<file path="src/rtl/reg_write_buffer.sv">
// reg_write_buffer: in-order register write FIFO with register-file drain and youngest-match read bypass
module reg_write_buffer #(
  parameter int DEPTH  = 4,
  parameter int DATA_W = 16,
  parameter int ADDR_W = 2
) (
  input  logic                       clock,
  input  logic                       reset_n,
  input  logic                       in_valid,
  output logic                       in_ready,
  input  logic [ADDR_W-1:0]          in_wr,
  input  logic [DATA_W-1:0]          in_wd,
  input  logic                       rf_hold,
  output logic                       rf_regwrite,
  output logic [ADDR_W-1:0]          rf_wr,
  output logic [DATA_W-1:0]          rf_wd,
  input  logic [ADDR_W-1:0]          rr1,
  input  logic [ADDR_W-1:0]          rr2,
  output logic                       byp_hit1,
  output logic [DATA_W-1:0]          byp_data1,
  output logic                       byp_hit2,
  output logic [DATA_W-1:0]          byp_data2,
  output logic [$clog2(DEPTH+1)-1:0] count
);
  localparam int PW = $clog2(DEPTH);
  localparam int CW = $clog2(DEPTH+1);
  logic [ADDR_W-1:0] mem_wr [DEPTH];
  logic [DATA_W-1:0] mem_wd [DEPTH];
  logic [PW-1:0] rd_ptr, wr_ptr;
  logic push, pop;
  assign in_ready    = count != CW'(DEPTH);
  assign push        = in_valid & in_ready & (in_wr != '0);
  assign rf_regwrite = (count != '0) & ~rf_hold;
  assign pop         = rf_regwrite;
  assign rf_wr       = count != '0 ? mem_wr[rd_ptr] : '0;
  assign rf_wd       = count != '0 ? mem_wd[rd_ptr] : '0;
  always_ff @(posedge clock or negedge reset_n)
    if (!reset_n) begin
      rd_ptr <= '0;
      wr_ptr <= '0;
      count  <= '0;
    end else begin
      wr_ptr <= wr_ptr + PW'(push);
      rd_ptr <= rd_ptr + PW'(pop);
      count  <= count + CW'(push) - CW'(pop);
    end
  always_ff @(posedge clock)
    if (push) begin
      mem_wr[wr_ptr] <= in_wr;
      mem_wd[wr_ptr] <= in_wd;
    end
  always_comb begin
    byp_hit1  = 1'b0;
    byp_data1 = '0;
    byp_hit2  = 1'b0;
    byp_data2 = '0;
    for (int i = 0; i < DEPTH; i++)
      if (CW'(i) < count) begin
        if (rr1 != '0 && mem_wr[rd_ptr + PW'(i)] == rr1) begin
          byp_hit1  = 1'b1;
          byp_data1 = mem_wd[rd_ptr + PW'(i)];
        end
        if (rr2 != '0 && mem_wr[rd_ptr + PW'(i)] == rr2) begin
          byp_hit2  = 1'b1;
          byp_data2 = mem_wd[rd_ptr + PW'(i)];
        end
      end
  end
endmodule

</file>
<file path="config.mk">
export PLATFORM = sky130hd
export DESIGN_NAME = reg_write_buffer
export DESIGN_NICKNAME = d
export VERILOG_FILES = /design/src/rtl/reg_write_buffer.sv
export SDC_FILE = /design/constraint.sdc
export NUM_CORES = 1
export LEC_CHECK = 0
export CAP_MARGIN = 20
export CELL_PAD_IN_SITES_DETAIL_PLACEMENT = 1
export CELL_PAD_IN_SITES_GLOBAL_PLACEMENT = 1
export CORE_UTILIZATION = 40
export CTS_BUF_LIST = sky130_fd_sc_hd__clkbuf_4
export CTS_CLUSTER_SIZE = 24
export DETAILED_ROUTE_END_ITERATION = 6
export GPL_TIMING_DRIVEN = 0
export PLACE_DENSITY_LB_ADDON = 0.25
export SKIP_LAST_GASP = 1
export SLEW_MARGIN = 5
export SYNTH_ARGS = -nofsm -noshare
export SYNTH_HDL_FRONTEND = slang
export SYNTH_SLANG_ARGS = --single-unit
</file>
<file path="constraint.sdc">
create_clock -name clock -period 9.54 [get_ports clock]
set_input_delay 2.862 -clock clock [delete_from_list [all_inputs] [get_ports clock]]
set_output_delay 2.862 -clock clock [all_outputs]
set_load 0.02 [all_outputs]
</file>
==> flow_summary_export.csv, run 1 <==
group,metric,value,unit
global_route,use_met1,39.3,%
final_layout,nets,667,
sta,slew_headroom,26.5,%
global_route,grt_pass1_vias,5303,
worst_hold_path,min_to,"wr_ptr[1]",
drt,drtIter0Drc,632,
synth,ys_ff_latch,79,
synth,synth_top_family_by_area,"compound AO/OA/AOI/OAI gates",
setup_path,rr_endpoint,"count[2]",
worst_hold_path,holdCritStartpoint,"wr_ptr[1]",
clocking,cts-root-buf,"clkbuf_4",
setup_path,endpoint_kind,"output pin",
synth,syn_inst,537,
synth,synth_adder_area_share,1.68,%
drt,wl_per_cell,24.8,um
global_route,grt-ovfl-total,0,
worst_hold_path,whs_path_depth,1,
sta,fin_crit_sh,95.4,%
global_route,grt_antenna_before_repair,2,
global_route,grt_busiest_layer,"met2",
global_route,track_usage,28.8,%
global_route,grt_max_degree,19,
synth,synthFlopType,"edfxtp_1",
sta,fin_setup_tns,0,ns
final_layout,nFillCells,1531,
run_status,status,"completed",
worst_hold_path,hp-class,"register to register",
floorplanning,io_pins,83,
synth,avgSynthCellArea,10.5,um^2
global_route,grt_pass1_wl,30800,um
global_route,use_met3,5.38,%
setup_path,rrSetupSlack,6.58,ns
synth,muxShareOfSynthArea,14.5,%
synth,synth_compound_area_share,22.6,%
sta,fmax,0.110,GHz
placement,gp_congestion,0.884,
synth,synth_xor_area_share,1.40,%
placement,port_buffers,81,
synth,synth_area,5650,um^2
clocking,numCtsBuffers,9,
sta,maxSlewViolCount,0,
synth,ys_types,50,
clocking,htree_levels,3,
sta,hold_viol,0,
synth,ys_seq_area_share,41.4,%
clocking,clock_path_buffers,2,
drt,dr.pass1.iters,5,
floorplanning,die_h,121,um
clocking,hold_buffers,0,
synth,synth_edf_count,72,
synth,synthesis.nets,570,
sta,fin_skew,0.0144,ns
floorplanning,die_w,121,um
placement,place_hpwl,15000,um
sta,layout_min_cycle_time,9.10,ns
global_route,grt_util_met2,45.0,%
setup_path,worstSetupPathType,"primary input to output pin",
synth,yosys_warnings,0,
clocking,cts_tree,"done",
final_layout,fin_util,50.1,%
synth,async_flop_share,8.86,%
setup_path,start_kind,"primary input",
floorplanning,num_rows,43,
clocking,cts.clk_slew.worst_paths,0.12,ns
setup_path,crit_path_max_fanout,10,
synth,synthSimpleGateAreaFrac,13.6,%
sta,tightest_slew,1.10,ns
clocking,cts.sinks,79,
setup_path,worstPathRequired,6.68,ns
drt,drc,0,
sta,setup-violations-final,0,
drt,ant_nets,0,
clocking,clk_latency,0.48,ns
clocking,post_cts_buffers,0,
final_layout,drive_above_1_share,14.4,%
floorplanning,design.die.area,14600,um^2
drt,routed_wl,20400,um
setup_path,reg2reg_depth,8,
setup_path,r2r-start,"count[0]",
setup_path,arrival,6.23,ns
flow_run,cap_violations,0,
drt,via_per_inst,6.30,
floorplanning,start_util,40.9,%
final_layout,area_growth,22.5,%
drt,vias,5173,
floorplanning,core_area,13800,um^2
sta,rsz0062_at_grt,"false",
clocking,cts_resized,0,
synthesized netlist by cell type, types with 2 or more instances:
library cell | number | area, um^2
edfxtp_1 | 72 | 2160
nor2_1 | 51 | 191
a21oi_1 | 46 | 230
a211oi_1 | 44 | 330
mux2i_1 | 43 | 430
nand2_1 | 37 | 139
nor2b_1 | 36 | 225
clkbuf_1 | 24 | 90.1
a221oi_1 | 19 | 166
mux2_2 | 18 | 203
o21ai_0 | 18 | 90.1
a311oi_1 | 16 | 140
a221oi_2 | 13 | 195
buf_2 | 11 | 55.1
buf_6 | 8 | 90.1
dfrtp_1 | 7 | 175
mux4_2 | 7 | 158
xnor2_1 | 7 | 61.3
ha_1 | 6 | 75.1
inv_1 | 6 | 22.5
and2_1 | 5 | 31.3
nand2b_1 | 4 | 25.0
nor3_1 | 4 | 20.0
a32o_1 | 3 | 30.0
buf_1 | 3 | 11.3
nor3b_1 | 3 | 22.5
clkbuf_2 | 2 | 10.0
xor2_1 | 2 | 17.5
critical path, cell delays in order:
cell	delay, ns
clkdlybuf4s50_1	0.54
or2_2	0.36
mux2_2	0.27
o21ai_0	0.09
a32o_1	0.19
clkbuf_2	0.25
clkbuf_1	0.44
a211oi_1	0.11
a221oi_1	0.42
clkdlybuf4s50_1	0.68
metal layers:
layer	vias up	share of wire [%]
met5	-	0
met4	0	2.6
met3	49	7.1
met2	264	45
met1	2582	45
li1	2278	-
through the flow:
step                hold slack, ns  setup WS, ns  area, um^2  std cells
finish                       0.617         0.443        6920        821
global route                 0.649         0.227        6920        821
CTS                          0.610         0.445        6920        819
detailed placement           0.588         0.453        6750        803
global placement             0.512         0.535        6690        798
floorplan                    0.494          1.91        5650        537
how the worst max path moves through the flow:
stage	cells after the start	endpoint	slack (ns)	startpoint
after detailed placement	10	byp_data1[15]	0.45	rr1[0]
after global routing	10	byp_data1[15]	0.23	rr1[0]
after global placement	10	byp_data1[15]	0.53	rr1[0]
after CTS	10	byp_data1[15]	0.44	rr1[0]
after floorplan	8	byp_data1[15]	1.91	rr1[0]
final	10	byp_data1[15]	0.44	rr1[0]
state kept, by name (all words and copies together), names as in the netlist:
signal  cells
count       3
mem_wd     64
mem_wr      8
rd_ptr      2
wr_ptr      2
layout by cell type (no fill, tap or decap), types with 9 or more instances in the layout:
cell type        count
buf_2               11
a21oi_1             46
o21ai_0             18
a221oi_2            13
buf_6                9
mux2i_1             43
a211oi_1            44
clkbuf_4             9
clkbuf_1            24
mux2_2              18
clkdlybuf4s50_1     81
nand2_1             37
a221oi_1            19
nor2b_1             36
a311oi_1            16
edfxtp_1            72
nor2_1              50
layout make-up:
cell class / instances / area (um^2) / area share [%]
Antenna cell: 2 / 5.00 / 0.0723
Buffer: 48 / 256 / 3.71
Clock buffer: 9 / 67.6 / 0.976
Clock inverter: 7 / 96.3 / 1.39
Inverter: 6 / 22.5 / 0.325
Multi-Input combinational cell: 404 / 3050 / 44.0
Sequential cell: 79 / 2340 / 33.8
Tap cell: 180 / 225 / 3.25
Timing Repair Buffer: 86 / 867 / 12.5
kinds of logic after synthesis:
kind of cell    after synthesis
compound gates              167
simple gates                152
flops                        79
mux                          69
buf+inv                      54
xor+xnor                      9
fa+ha+maj                     7
Power of run 1 is left out: the tool's default activity adds up to more than one toggle a clock period on the data nets, which glitch-free logic cannot reach.
==> run 2: changes to the inputs <==
- clock period: 9.54 -> 11.3 ns (I/O delays scaled with it)
==> results of run 2 <==
The final DEF is identical to that of run 1. Status: completed.
Main changes from that run: setup slack after placement 0.453 ns -> 1.16 ns; setup slack after layout 0.443 ns -> 1.15 ns; register-to-register setup slack 6.58 ns -> 8.34 ns
Power of run 2 is left out for the same reason.
==> edit 1: new RTL, config.mk and constraints of run 2 <==
The parameter `ADDR_W` goes from 2 to 1.
--- a/src/rtl/reg_write_buffer.sv
+++ b/src/rtl/reg_write_buffer.sv
@@ -3,5 +3,5 @@
   parameter int DEPTH  = 4,
   parameter int DATA_W = 16,
-  parameter int ADDR_W = 2
+  parameter int ADDR_W = 1
 ) (
   input  logic                       clock,
Ports: changed (resized in_wr, rf_wr, rr1 and rr2); port bits go from 83 to 79. The function was not compared with the original's and may differ.
==> edit 1 against run 2 <==
Sequential cell count is 4 lower; highest routed layer unchanged; via count is 15% lower; wire length is 12% lower; first-iteration DRC count is 59% lower; synthesized area is 6.3% lower; setup slack better by 0.79 ns; final area is 5.4% lower; synthesized cell count is 16% lower.
==> edit 1: results <==
[yosys]
ys_warn_count = 0
synth_commonest_cells = mux2_2 (75), edfxtp_1 (68), mux2i_1 (49), o22ai_1 (32), or3_1 (31)
synthTopCellsByArea = edfxtp_1 (39%), mux2_2 (16%), mux2i_1 (9.3%), o211a_1 (5.7%), o22ai_1 (3.8%)
synth_edf_count = 68
syn_nets = 481
synthArstFlopShare_pct = 9.33
ys_seq_area_share_pct = 41.9
synth_cell_types = 45

[critical_path]
critPathMaxFanout = 10
critPathArrivalTime_ns = 5.97

[cells_and_area]
n_fill_cell = 1358
reg_top3 = mem_wd: 64 flops, mem_wr: 4 flops, count: 3 flops
drive_gt1_share_pct = 25.5
nNetsFinal = 577

[drt]
firstDrtPassIters = 4
drt_iter0_drc = 256
viasPerCell = 6.07
wl_per_cell_um = 24.8

[place]
port_buffers = 78
place_congestion = 0.863
dp_hpwl_mm = 12.9

[global_route]
grt_pass1_wl_mm = 27.3
globalRouteMet1Util_pct = 34.1
grt_pass1_vias = 4760
grt_start_max_net_pins = 18
gr-usage-all-layers_pct = 28.1
globalRouteMet2Util_pct = 46.4
met3_usage_pct = 6.18
grt_antenna_before_repair = 1

[hold_path]
hold_path_class = reg -> reg

[status]
status = complete, no violations

[clock_tree]
clockBufferDepth = 2
clk_latency_ns = 0.49
ctsResizeCount = 0
root_buffer = clkbuf_4
cts_buffers = 9
clk_pin_slew_ns = 0.12
h-tree-depth = 3
post-cts-setup-buffer-count = 0

[sta]
worst_slew_pin_slew_ns = 0.823
skew_ns = 0.0158

[power_and_ir_drop]
net-switching-power_uw = 1060
power_leakage_uw = 0.00243
irDropWorstVdd_mv = 0.210
[edit 1: layer usage]
layer  part of all wire (%)  routed length (um)
met3                    5.7                1020
met4                    4.4                 784
met1                     42                7580
met5                      0                   0
met2                     48                8620
[edit 1: cell type report]
class	count	area share (%)
Multi-Input combinational cell	331	43.4
Sequential cell	75	33.9
Timing Repair Buffer	85	13.3
Buffer	38	3.40
Tap cell	172	3.29
Clock inverter	6	1.22
Clock buffer	10	1.15
Inverter	7	0.401
Antenna cell	1	0.0382
[edit 1: path summary, 6_finish.rpt]
path | start | end | slack, ns | cells after the start
worst min register to register | wr_ptr[1] | wr_ptr[1] | 0.59 | 1
worst max-delay path | rr2 | byp_data2[13] | 1.94 | 8
max in group asynchronous | reset_n | count[2] | 7.92 | 1
worst min-delay path | wr_ptr[1] | wr_ptr[1] | 0.59 | 1
min in group asynchronous | reset_n | count[1] | 3.15 | 1
worst max register to register | count[0] | count[2] | 8.03 | 8
[edit 1: kinds of logic (layout without fill, tap and decap cells)]
family | count (synthesis) | count (layout) | share of synthesized area (%)
adders and majority gates | 7 | 7 | 1.80
other | 0 | 1 | 0
AOI/OAI and AO/OA | 112 | 112 | 15.8
muxes | 131 | 131 | 27.4
buffers and inverters | 45 | 146 | 4.70
xor gates and xnor gates | 3 | 3 | 0.497
DFF | 75 | 75 | 41.9
and+or+nand+nor | 78 | 78 | 7.94
[edit 1: per-stage QoR]
step	area (um^2)	utilization (%)	setup WS (ns)	instances	hold slack, ns
after floorplan	5290	-	3.28	451	0.494
after global placement	6290	49.2	2.05	701	0.509
after detailed placement	6370	49.9	2.01	707	0.568
after CTS	6530	51.1	1.99	723	0.586
after global routing	6550	51.2	1.83	725	0.628
final	6550	51.2	1.94	725	0.586
[edit 1: power by group through the flow]
stage,Clock (uW),Combinational (uW),Sequential [uW]
after floorplan,0,1010,378
after global placement,0,1590,378
after detailed placement,0,1640,381
after CTS,196,1650,375
after global routing,208,1740,380
final,190,1660,374
[edit 1: critical path: stages]
cell and delay, ns:
clkdlybuf4s50_1 0.57, nor2b_1 0.20, a2bb2oi_2 0.15, clkbuf_1 0.27, or3_1 0.36, o211a_1 0.13, o22ai_1 0.23, clkdlybuf4s50_1 0.66
==> edit 2: new RTL, settings of run 2 <==
Made on the original files. Put one more register stage on the output `count`, cleared by the reset. The value now appears one clock later. The other outputs are not delayed to match.
--- a/src/rtl/reg_write_buffer.sv
+++ b/src/rtl/reg_write_buffer.sv
@@ -25,23 +25,25 @@
   localparam int PW = $clog2(DEPTH);
   localparam int CW = $clog2(DEPTH+1);
+
+  logic [$clog2(DEPTH+1)-1:0] count_s0;
   logic [ADDR_W-1:0] mem_wr [DEPTH];
   logic [DATA_W-1:0] mem_wd [DEPTH];
   logic [PW-1:0] rd_ptr, wr_ptr;
   logic push, pop;
-  assign in_ready    = count != CW'(DEPTH);
+  assign in_ready    = count_s0 != CW'(DEPTH);
   assign push        = in_valid & in_ready & (in_wr != '0);
-  assign rf_regwrite = (count != '0) & ~rf_hold;
+  assign rf_regwrite = (count_s0 != '0) & ~rf_hold;
   assign pop         = rf_regwrite;
-  assign rf_wr       = count != '0 ? mem_wr[rd_ptr] : '0;
-  assign rf_wd       = count != '0 ? mem_wd[rd_ptr] : '0;
+  assign rf_wr       = count_s0 != '0 ? mem_wr[rd_ptr] : '0;
+  assign rf_wd       = count_s0 != '0 ? mem_wd[rd_ptr] : '0;
   always_ff @(posedge clock or negedge reset_n)
     if (!reset_n) begin
       rd_ptr <= '0;
       wr_ptr <= '0;
-      count  <= '0;
+      count_s0 <= '0;
     end else begin
       wr_ptr <= wr_ptr + PW'(push);
       rd_ptr <= rd_ptr + PW'(pop);
-      count  <= count + CW'(push) - CW'(pop);
+      count_s0 <= count_s0 + CW'(push) - CW'(pop);
     end
   always_ff @(posedge clock)
@@ -56,5 +58,5 @@
     byp_data2 = '0;
     for (int i = 0; i < DEPTH; i++)
-      if (CW'(i) < count) begin
+      if (CW'(i) < count_s0) begin
         if (rr1 != '0 && mem_wr[rd_ptr + PW'(i)] == rr1) begin
           byp_hit1  = 1'b1;
@@ -67,4 +69,12 @@
       end
   end
+  always_ff @(posedge clock or negedge reset_n) begin
+    if (!reset_n) begin
+      count <= '0;
+    end else begin
+      count <= count_s0;
+    end
+  end
+
 endmodule
 
Function: changed (a bounded check fails within 4 cycles, from zero or initial values and one cycle with reset_n low).
==> edit 2 against run 2 <==
Wire length fell by 8.8%; via count fell by 5.3%; cell count up 0.37%; global-route usage fell by 2.7 points; count of clock-buffer cells in the layout stayed put; setup slack gained 0.14 ns; sequential cell count rose by 3; synthesized cell count increased by 0.56%; final area rose by 0.76%; first-iteration DRC count shrank 42%; largest cell class unchanged; synthesized area up 1.3%.
==> edit 2: results <==
[status]
status = complete, no violations

[critical_path]
critPathMaxFanout = 10
critPathArrivalTime_ns = 6.62
ff2ff_setup_slack_ns = 8.31
worst_r2r_endpoint = count_s0[2]
r2r-start = count_s0[2]
cp-endpoint = byp_data1[15]

[clock_tree]
ctsResizeCount = 0
clk_latency_ns = 0.42
root_buffer = clkbuf_4
clk_pin_slew_ns = 0.14
h-tree-depth = 3
post-cts-setup-buffer-count = 0
clockBufferDepth = 2

[global_route]
globalRouteMet1Util_pct = 40.7
grt_pass1_vias = 4899
gr-usage-all-layers_pct = 26.1
grt_pass1_wl_mm = 28.7
met3_usage_pct = 2.62
grt_antenna_before_repair = 1
globalRouteMet2Util_pct = 38.1
grt_start_max_net_pins = 19

[place]
placed_area_um2 = 6840
dp_hpwl_mm = 15.2
place_ws_ns = 1.29
place_congestion = 0.916
dp_cells = 807

[drt]
viasPerCell = 5.94
met2RoutedLength_mm = 8.05
firstDrtPassIters = 7
drt-met1-wl_mm = 9.28
wl_per_cell_um = 22.6
wl_met3_um = 973
top_layer = met4
drt_iter0_drc = 364

[yosys]
postSynthAreaPerCell_um2 = 10.6
syn_nets = 573
synth_xor_area_share_pct = 1.38
synthMuxAreaShare_pct = 14.3
synthTopCellsByArea = edfxtp_1 (38%), mux2i_1 (7.5%), a211oi_1 (5.8%), dfrtp_1 (4.4%), a21oi_1 (4.0%)
synth_edf_count = 72
synthArstFlopShare_pct = 12.2
ys_seq_area_share_pct = 42.1
synthAdderAreaFrac_pct = 1.66
synth_commonest_cells = edfxtp_1 (72), nor2_1 (51), a21oi_1 (46), a211oi_1 (44), mux2i_1 (43)
synth_compound_area_share_pct = 22.3

[cells_and_area]
n_fill_cell = 1520
seqCellArea_um2 = 2410
drive_gt1_share_pct = 14.2
reg_top3 = mem_wd: 64 flops, mem_wr: 8 flops
nNetsFinal = 671
final_cell_count_no_fill = 824

[sta]
skew_ns = 0.0203
whs_ns = 0.474
worst_slew_pin_slew_ns = 0.912
fmax_ghz = 0.0999

[power_and_ir_drop]
power_leakage_uw = 0.00241
## edit 2: cell count changes in the layout (fill, tap and decap cells not counted), moves of 2 or more
| cell | delta |
|---|---|
| dfrtp_1 | +3 |
| buf_4 | -2 |
| clkinv_1 | +2 |
| buf_6 | +3 |
| clkinvlp_4 | -2 |
## edit 2: cell type report
cell class / count / share of cell area, %
plain buffers: 48 / 3.68
inverters: 6 / 0.323
clock inverters: 7 / 0.969
flip-flops and latches: 82 / 34.6
repair buffers: 87 / 12.6
multi-input cells: 404 / 43.7
clock buffers: 9 / 0.969
diodes: 1 / 0.0359
well taps: 180 / 3.23
## edit 2: worst max-delay path: stages
cell and delay, ns:
clkdlybuf4s50_1 0.53, or2_2 0.35, mux2_2 0.27, o21ai_0 0.09, a32o_1 0.20, clkbuf_2 0.21, clkbuf_1 0.47, a211oi_1 0.09
a221oi_1 0.36, clkdlybuf4s50_1 0.68
## edit 2: power breakdown
part | switching, uW | leakage, uW | internal (uW) | total [uW]
combinational | 1140 | 0.00157 | 824 | 1970
sequential | 43.1 | 0.000773 | 394 | 437
clock | 96.7 | 0.0000734 | 67.3 | 164
total | 1280 | 0.00241 | 1290 | 2570
## edit 2: worst min path at each step
| stage | slack, ns | start | end | depth (start not counted) |
|---|---|---|---|---|
| 2_1_floorplan | 0.42 | count_s0[2] | count[2] | 0 |
| 3_3_place_gp | 0.45 | count_s0[1] | count[1] | 0 |
| 3_5_place_dp | 0.44 | count_s0[1] | count[1] | 0 |
| 4_1_cts | 0.47 | count_s0[1] | count[1] | 0 |
| 5_1_grt | 0.51 | count_s0[1] | count[1] | 0 |
| 6_report | 0.47 | count_s0[1] | count[1] | 0 |
